$ cat config.mk
export PLATFORM = sky130hd
export DESIGN_NAME = tt_pwr_seq
export DESIGN_NICKNAME = d
export VERILOG_FILES = /design/src/rtl/tt_pwr_seq_pkg.sv /design/src/rtl/tt_pwr_seq_cnt.sv /design/src/rtl/tt_pwr_seq.sv
export SDC_FILE = /design/constraint.sdc
export NUM_CORES = 1
export LEC_CHECK = 0
export ABC_AREA = 1
export CORE_MARGIN = 2
export CORE_UTILIZATION = 59
export DETAILED_ROUTE_END_ITERATION = 8
export HOLD_SLACK_MARGIN = 0.08
export PLACE_DENSITY = 0.94
export REMOVE_ABC_BUFFERS = 1
export SYNTH_ARGS = -nofsm -noshare
export SYNTH_HDL_FRONTEND = slang
export SYNTH_SLANG_ARGS = --single-unit
$ cat constraint.sdc
create_clock -name clk -period 2.2 [get_ports clk]
set_input_delay 0.22 -clock clk [delete_from_list [all_inputs] [get_ports clk]]
set_output_delay 0.22 -clock clk [all_outputs]
set_load 0.02 [all_outputs]
$ cat src/rtl/tt_pwr_seq_pkg.sv
// Shared state encoding and constant helpers for the tile power sequencer.
// No latency or backpressure: declarations only.
package tt_pwr_seq_pkg;

    typedef enum logic [2:0] {
        ST_OFF    = 3'd0,
        ST_UP     = 3'd1,
        ST_SETTLE = 3'd2,
        ST_ON     = 3'd3,
        ST_DOWN   = 3'd4
    } pwr_state_t;

    // Smallest r with 2**r >= value; evaluated at elaboration only.
    function automatic int clog2(input int value);
        int r;
        r = 0;
        for (int i = 0; i < 31; i++) begin
            if ((1 << i) < value) begin
                r = i + 1;
            end
        end
        return r;
    endfunction

endpackage

$ cat src/rtl/tt_pwr_seq_cnt.sv
// Loadable saturating down-counter with zero and one flags.
// Latency: load/decrement visible one cycle later. No backpressure.
module tt_pwr_seq_cnt #(
    parameter int CNT_W = 6
) (
    input  logic             clk,
    input  logic             rst,
    input  logic             load,
    input  logic [CNT_W-1:0] load_val,
    input  logic             dec,
    output logic             zero,
    output logic             one
);

    logic [CNT_W-1:0] cnt;

    always_ff @(posedge clk or posedge rst) begin
        if (rst) begin
            cnt <= '0;
        end else if (load) begin
            cnt <= load_val;
        end else if (dec && (cnt != '0)) begin
            cnt <= cnt - CNT_W'(1);
        end
    end

    assign zero = (cnt == '0);
    assign one  = (cnt == CNT_W'(1));

endmodule

$ cat src/rtl/tt_pwr_seq.sv
// Staged power-switch sequencer: ramps switch groups up/down with fixed spacing.
// Latency: all outputs registered; stage changes every STEP_CYCLES. No backpressure.
module tt_pwr_seq
    import tt_pwr_seq_pkg::*;
#(
    parameter int N_STAGES      = 4,
    parameter int STEP_CYCLES   = 16,
    parameter int SETTLE_CYCLES = 32
) (
    input  logic                clk,
    input  logic                rst,
    input  logic                req,
    output logic [N_STAGES-1:0] stage_en,
    output logic                iso,
    output logic                pwr_good,
    output logic                busy
);

    localparam int CNT_MAX = (STEP_CYCLES > SETTLE_CYCLES) ? STEP_CYCLES : SETTLE_CYCLES;
    localparam int CNT_W   = clog2(CNT_MAX) + 1;
    localparam logic [CNT_W-1:0] STEP_LD   = CNT_W'(STEP_CYCLES - 1);
    localparam logic [CNT_W-1:0] SETTLE_LD = CNT_W'(SETTLE_CYCLES - 1);
    // A single settle cycle is already covered by the edge that leaves UP.
    localparam bit SKIP_SETTLE = (SETTLE_CYCLES == 1);

    pwr_state_t          state, state_nxt;
    logic [N_STAGES-1:0] stage_nxt;
    logic                cnt_load, cnt_dec, cnt_zero, cnt_one;
    logic [CNT_W-1:0]    cnt_ld_val;
    logic                iso_nxt, pwr_good_nxt, busy_nxt;

    tt_pwr_seq_cnt #(
        .CNT_W (CNT_W)
    ) u_cnt (
        .clk      (clk),
        .rst      (rst),
        .load     (cnt_load),
        .load_val (cnt_ld_val),
        .dec      (cnt_dec),
        .zero     (cnt_zero),
        .one      (cnt_one)
    );

    always_ff @(posedge clk or posedge rst) begin
        if (rst) begin
            state    <= ST_OFF;
            stage_en <= '0;
            iso      <= 1'b1;
            pwr_good <= 1'b0;
            busy     <= 1'b0;
        end else begin
            state    <= state_nxt;
            stage_en <= stage_nxt;
            iso      <= iso_nxt;
            pwr_good <= pwr_good_nxt;
            busy     <= busy_nxt;
        end
    end

    always_comb begin
        state_nxt  = state;
        stage_nxt  = stage_en;
        cnt_load   = 1'b0;
        cnt_ld_val = STEP_LD;
        cnt_dec    = 1'b0;
        case (state)
            ST_OFF: begin
                if (req) begin
                    state_nxt = ST_UP;
                    stage_nxt = N_STAGES'(1);
                    cnt_load  = 1'b1;
                end
            end
            ST_UP: begin
                if (!req) begin
                    state_nxt = ST_DOWN;
                    cnt_load  = 1'b1;
                end else if (cnt_zero) begin
                    if (stage_en[N_STAGES-1]) begin
                        if (SKIP_SETTLE) begin
                            state_nxt = ST_ON;
                        end else begin
                            state_nxt  = ST_SETTLE;
                            cnt_load   = 1'b1;
                            cnt_ld_val = SETTLE_LD;
                        end
                    end else begin
                        stage_nxt = (stage_en << 1) | N_STAGES'(1);
                        cnt_load  = 1'b1;
                    end
                end else begin
                    cnt_dec = 1'b1;
                end
            end
            ST_SETTLE: begin
                // Power good asserts on the edge that takes the counter to zero.
                if (!req) begin
                    state_nxt = ST_DOWN;
                    cnt_load  = 1'b1;
                end else begin
                    cnt_dec = 1'b1;
                    if (cnt_one || cnt_zero) begin
                        state_nxt = ST_ON;
                    end
                end
            end
            ST_ON: begin
                if (!req) begin
                    state_nxt = ST_DOWN;
                    cnt_load  = 1'b1;
                end
            end
            ST_DOWN: begin
                // req is ignored here so the rail always fully discharges.
                if (cnt_zero) begin
                    stage_nxt = stage_en >> 1;
                    cnt_load  = 1'b1;
                    if ((stage_en >> 1) == '0) begin
                        state_nxt = ST_OFF;
                    end
                end else begin
                    cnt_dec = 1'b1;
                end
            end
            default: begin
                state_nxt = ST_OFF;
                stage_nxt = '0;
            end
        endcase

        iso_nxt      = (state_nxt != ST_ON);
        pwr_good_nxt = (state_nxt == ST_ON);
        busy_nxt     = (state_nxt == ST_UP) || (state_nxt == ST_SETTLE) || (state_nxt == ST_DOWN);
    end

endmodule

=== Word level (Yosys, flattened, before mapping) ===
Cells that the tools add are included.

* Flip-flop bits (word level): 16
* Latch bits: 0
* Memory bits (writable): 0
* ROM bits: 0
* Input port bits: 3
* Output and inout bits: 7
* Logic and storage cells: 66
* Memories: 0

* $add $sub $neg: 1
* Multiply operators: 0
* Divide/modulo/power cells: 0
* $lt $le $gt $ge: 0
* Eq/ne operators: 15
* Shift operators: 0
* Muxes and demuxes: 30
* Bitwise logic cells: 1
* Reduce and logical (&&, ||, !) cells: 12

{| class="wikitable"
|+ Operators with widths
! operator !! number
|-
| 3-bit 2-to-1 mux || 9
|-
| 4-bit 2-to-1 mux || 5
|-
| 5-bit 2-to-1 mux || 4
|-
| 4-bit case mux with 4 select lines || 1
|-
| 3-bit case mux with 5 select lines || 1
|-
| 3-bit by 2-bit == test with 1-bit output (second input constant) || 4
|-
| 6-bit 2-to-1 mux || 2
|-
| 2-bit != test (second input constant) || 5
|-
| 3-bit by 1-bit == test with 1-bit output (second input constant) || 2
|-
| 3-bit == test (second input constant) || 2
|-
| 6-bit by 1-bit == test with 1-bit output (second input constant) || 1
|-
| 6-bit logical NOT || 1
|-
| 1-bit 2-to-1 mux || 6
|-
| 6-bit AND reduction || 1
|-
| 6-bit nonzero test || 1
|-
| 6-bit by 1-bit subtractor with 6-bit output (second input constant) || 1
|-
| 5-bit AND reduction || 1
|-
| 4-bit logical NOT || 1
|-
| 1-bit case mux with 4 select lines || 1
|-
| 3-bit logical NOT || 1
|-
| 1-bit logical OR || 3
|-
| 3-bit by 2-bit != test with 1-bit output (second input constant) || 1
|-
| 1-bit case mux with 3 select lines || 1
|-
| 2-bit nonzero test || 1
|-
| 3 further kinds || 3
|}

=== Longest topological paths before layout ===
* Depth in word-level cells: 8
* Gate-level depth with buffers: 9
* Mapped depth without buffers: 9

=== By module ===
A second synthesis with hierarchy kept.

* Cells, all modules: 149
* Area, all modules: 1094.8 um^2

{| class="wikitable"
|+ Modules (own cells, without submodules)
! module !! times used !! cells an instance !! area an instance (um^2) !! seq. area each (um^2)
|-
| tt_pwr_seq || 1 || 88 || 619.3 || 251.5
|-
| tt_pwr_seq_cnt || 1 || 61 || 475.5 || 150.1
|}

=== Worst setup path after synthesis ===
OpenSTA, ideal clock, no wires.

* Path type: reg2reg
* From: register u_cnt.cnt[0]
* To: register stage_en[2]
* Library setup time: 0.117 ns
* Arrival time: 1.245 ns
* Data required time: 2.083 ns
* Path slack: 0.837 ns
* Stages on the path, launching flop included: 10
* Path buffers: 0
* Clock period less this slack: 1.363 ns
* Cell sequence: dfrtp_1 inv_1 ha_1 inv_1 nor2_2 a21oi_2 nor2_4 nand2_2 nand2_1 nand2_1

* Word-level cells in the longest chain between the ends: 3
* Elaborated cells between the ends (all ways): 4
* Classes of those cells: eq/ne: 2; reduce/logical: 2

{| class="wikitable"
|+ Ends and longest elaborated chain
! element !! line !! text
|-
| from (decl) || tt_pwr_seq_cnt.sv:15 || <nowiki>logic [CNT_W-1:0] cnt;</nowiki>
|-
| from (signal assigned) || tt_pwr_seq_cnt.sv:21 || <nowiki>cnt <= load_val;</nowiki>
|-
| from (signal assigned) || tt_pwr_seq_cnt.sv:23 || <nowiki>cnt <= cnt - CNT_W'(1);</nowiki>
|-
| 6-bit logical NOT * || tt_pwr_seq_cnt.sv:27 || <nowiki>assign zero = (cnt == '0);</nowiki>
|-
| 2-bit != test (no line) || n/a ||
|-
| 6-bit AND reduction (no line) * || n/a ||
|-
| to (signal assigned) || tt_pwr_seq.sv:53 || <nowiki>stage_en <= stage_nxt;</nowiki>
|-
| to (decl) || tt_pwr_seq.sv:13 || <nowiki>output logic [N_STAGES-1:0] stage_en,</nowiki>
|}

Mark *: on every way between the ends. The rest lies on a longest branch, timed or not.
A chain may end at the register's enable or synchronous reset.

=== Worst setup path in the final report ===
* From: register iso
* To: output port iso

{| class="wikitable"
|+ RTL lines
! element !! line !! text
|-
| from (decl) || tt_pwr_seq.sv:14 || <nowiki>output logic iso,</nowiki>
|-
| from (signal assigned) || tt_pwr_seq.sv:54 || <nowiki>iso <= iso_nxt;</nowiki>
|}

No word-level cell between the ends.

==> implementation parameters <==
Parameter                              Value

Final layout
  Non-filler instance count after layout ... 172
  NumNets Final ... 154
  Count of fill cells added during filler insertion ... 111
  Proportion of layout cells with a drive suffix above 1 ... 0.2789
  Final Core Density ... 0.7165
  Ant diodes ... 0
  Area growth from synthesis to layout ... 14.79%
  Layout Cell Area excl Fill ... around 0.0012 mm2

Logic synthesis
  Top cells by count, synth ... nand2_1 (36), dfrtp_1 (15), nand3_1 (12)
  Area leader, netlist ... dfrtp_1
  Most repeated cell in the gate-level netlist after synthesis ... nand2_1
  Count of synthesis-stage warnings from yosys ... 0
  Most frequently used flop master after synthesis ... dfrtp_1
  Post-Syn Area per Cell ... 7.955 um2
  Top cells by area in the synthesized netlist ... dfrtp_1 (35%), nand2_1 (13%), nand3_1 (5.6%), nand3_2 (5.6%), nor2_4 (4.2%)
  Number of enable flip-flop cells after synthesis ... 0
  Synth cell types ... 27
  Combined area of all synthesized cells ... ~0.0011 mm2
  Total of flip-flops plus latches after synthesis ... 16
  Proportion of synthesized chip area in sequential cells ... 0.3768
  Area share of the largest cell type after synthesis ... 0.3521
  Async S/R FF share, synth ... 1.000
  Gate count of the mapped netlist ... 134

Placed design
  Input/output buffers ... 9
  GP Congestion ... between 0.9 and 1
  Half-perimeter wire length of the detailed placement result ... roughly 1700 um
  Placed Instances ... 168
  Post-place instance area ... 0.001187 mm2

Clock tree
  Clock buffer depth ... 2
  Clock tree from TritonCTS ... done
  Setup Fix Bufs, Post-CTS ... 0
  Clock insertion delay at the later pin of the skew report ... approximately 0.29 ns
  Root buffer selected by CTS ... clkbuf_4
  Clock-pin slew of the registers on the worst-case setup and hold paths ... 0.10 ns
  Number of buffers inserted by hold repair at cts ... 0
  H-tree Lvls ... 1
  CTS buffer count ... 3
  Post-cts gate resize count ... 0
  Clock sink total ... 16

Floorplanning
  Core outline area ... 0.001708 mm2
  Die area ... around 0.0022 mm2
  Initial Util ... 0.6242
  Row Count ... 15
  Die H ... 46.51 um
  Die width ... 46.51 um
  Number of placed I/O pins ... 10

STA
  Max transition margin ... 0.6111
  Transition time at the pin with the least slew margin ... 0.5827 ns
  Number of hold violations in the final report ... 0
  Final clock skew ... 0.004794 ns
  Max Fclk ... 611.5 MHz
  Number of pins exceeding their max-slew limit in the final report ... 0
  Time the worst path needs with I/O delays and setup ... 1.635 ns
  Tcrit/Tclk final ... 0.7433
  Setup violations, final ... 0
  Total negative slack ... 0 ns
  Unrepaired setup endpoints after global routing ... false

Worst setup path
  Worst endpoint data arrival time ... about 1.4 ns
  Required time reported for the critical path endpoint ... roughly 2.0 ns
  Combined buffer and inverter count along the critical path ... 1
  Kind of critical path ... reg -> out
  Critical path launch point type ... flop
  Largest driver fanout on the critical path ... 1
  R2R Setup Slk ... 0.59 ns
  Critical Path Slowest Stage Cell ... clkdlybuf4s50_1
  Cell breakdown of the critical path ... clkdlybuf4s50_1
  Family with the most delay on the worst path ... buffers and inverters
  CP max stage delay ... 0.59 ns
  Crit. End Element ... output pin

Drt
  Drt total wl ... 2305 um
  DRC violation total after the first TritonRoute iteration ... 48
  DRC violation count after routing ... 0
  Residual antenna-violating net count after detailed routing ... 0
  Detailed Routing Iterations Pass 1 ... 4
  Via Count ... 961
  Average wire per standard cell ... ~13 um
  Via density ... 5.587

Power
  PnR Total Power ... 1.496 mW
  Leakage power figure ... 0.5955 nW
  Power per cell area ... 1223 mW/mm2
  IR drop worst, VDD ... around 0.88 mV

Hold path
  Hold WC Path Type ... in -> async

Run status
  Outcome ... finished clean

Global routing
  Maximum number of pins on one net before global-route repair ... 17
  GRT Residual Overflow ... 0
  Wire length of the first global-routing pass ... between 3000 and 4000 um
  Antenna violations before repair ... 0
  Number of global-route vias before repair ... between 800 and 900
  Global-route total usage across every layer ... 0.2557

Job
  Max-Cap Viols ... 0
## final timing paths
path                               from           end  depth (start not counted)
max                                 iso           iso                          1
min                                 rst      state[1]                          2
max reg2reg                u_cnt.cnt[0]  u_cnt.cnt[5]                          9
min reg2reg                 stage_en[0]   stage_en[0]                          2
max in group asynchronous           rst   stage_en[3]                          2
min in group clk            stage_en[0]   stage_en[0]                          2
## metrics by stage
stage	hold WS [ns]	setup WS, ns
global route	0.3492	0.4791
global placement	0.4847	0.6023
detailed placement	0.5018	0.5101
floorplan	0.1330	0.8373
CTS	0.3071	0.5611
finish	0.2750	0.5648
## registers in the layout (all words and copies together), names as in the netlist
signal	flops
busy	1
state	3
u_cnt.cnt	6
pwr_good	1
stage_en	4
iso	1
## kinds of logic (layout without fill, tap and decap cells)
logic type | count (synthesis) | after routing | synth area share
AO/OA/AOI/OAI | 13 | 13 | 0.08217
adder cells (fa/ha/maj) | 3 | 3 | 0.03522
XOR/XNOR | 1 | 1 | 0.008217
buffers and inverters | 18 | 31 | 0.06573
AND/OR/NAND/NOR | 83 | 83 | 0.4319
flip-flops | 16 | 16 | 0.3768
## report_power, final
group	switching, mW	leakage [nW]	internal [mW]
Clock	0.101	0.0210	0.101
Sequential	0.102	0.195	0.384
Combinational	0.513	0.380	0.296
## worst reg2reg max path: cells and delay by family, from the launching register on
family | cells | cell delay [ns]
buffers and inverters | 2 | 0.23
AND/OR/NAND/NOR | 6 | 0.61
flip-flops | 1 | 0.41
adder cells (fa/ha/maj) | 1 | 0.26
## layer usage
layer  vias to the layer above  track usage  routed length, um
li1                        461            -                  -
met1                       449       0.3538               1015
met2                        43       0.4083               1107
met3                         8      0.02745                134
met4                         0      0.09714                 48
met5                         -            0                  0
## area by class of cell
type | instances | area [um2] | area share
multi-input combinational | 100 | 594.3 | 0.4857
sequential | 16 | 401.6 | 0.3282
timing repair buffer | 9 | 90.09 | 0.07362
inverter | 18 | 70.07 | 0.05726
clock buffer | 4 | 36.28 | 0.02965
tap | 25 | 31.28 | 0.02556
## placed cells by master (no fill, tap or decap), types with 2 or more instances in the layout
cell / n
nor2_4: 4
nor2_1: 7
o21ai_2: 3
nand2_1: 36
nor2_2: 4
inv_1: 9
clkdlybuf4s50_1: 9
nand3_1: 12
nand2_2: 7
dfrtp_1: 15
ha_1: 3
nand3b_1: 2
nand3_2: 6
clkbuf_4: 3
inv_2: 8
nand4_1: 2
o21ai_1: 2
o21ai_0: 2
o22ai_1: 2
No activity file was read; power rests on OpenSTA's default activity.
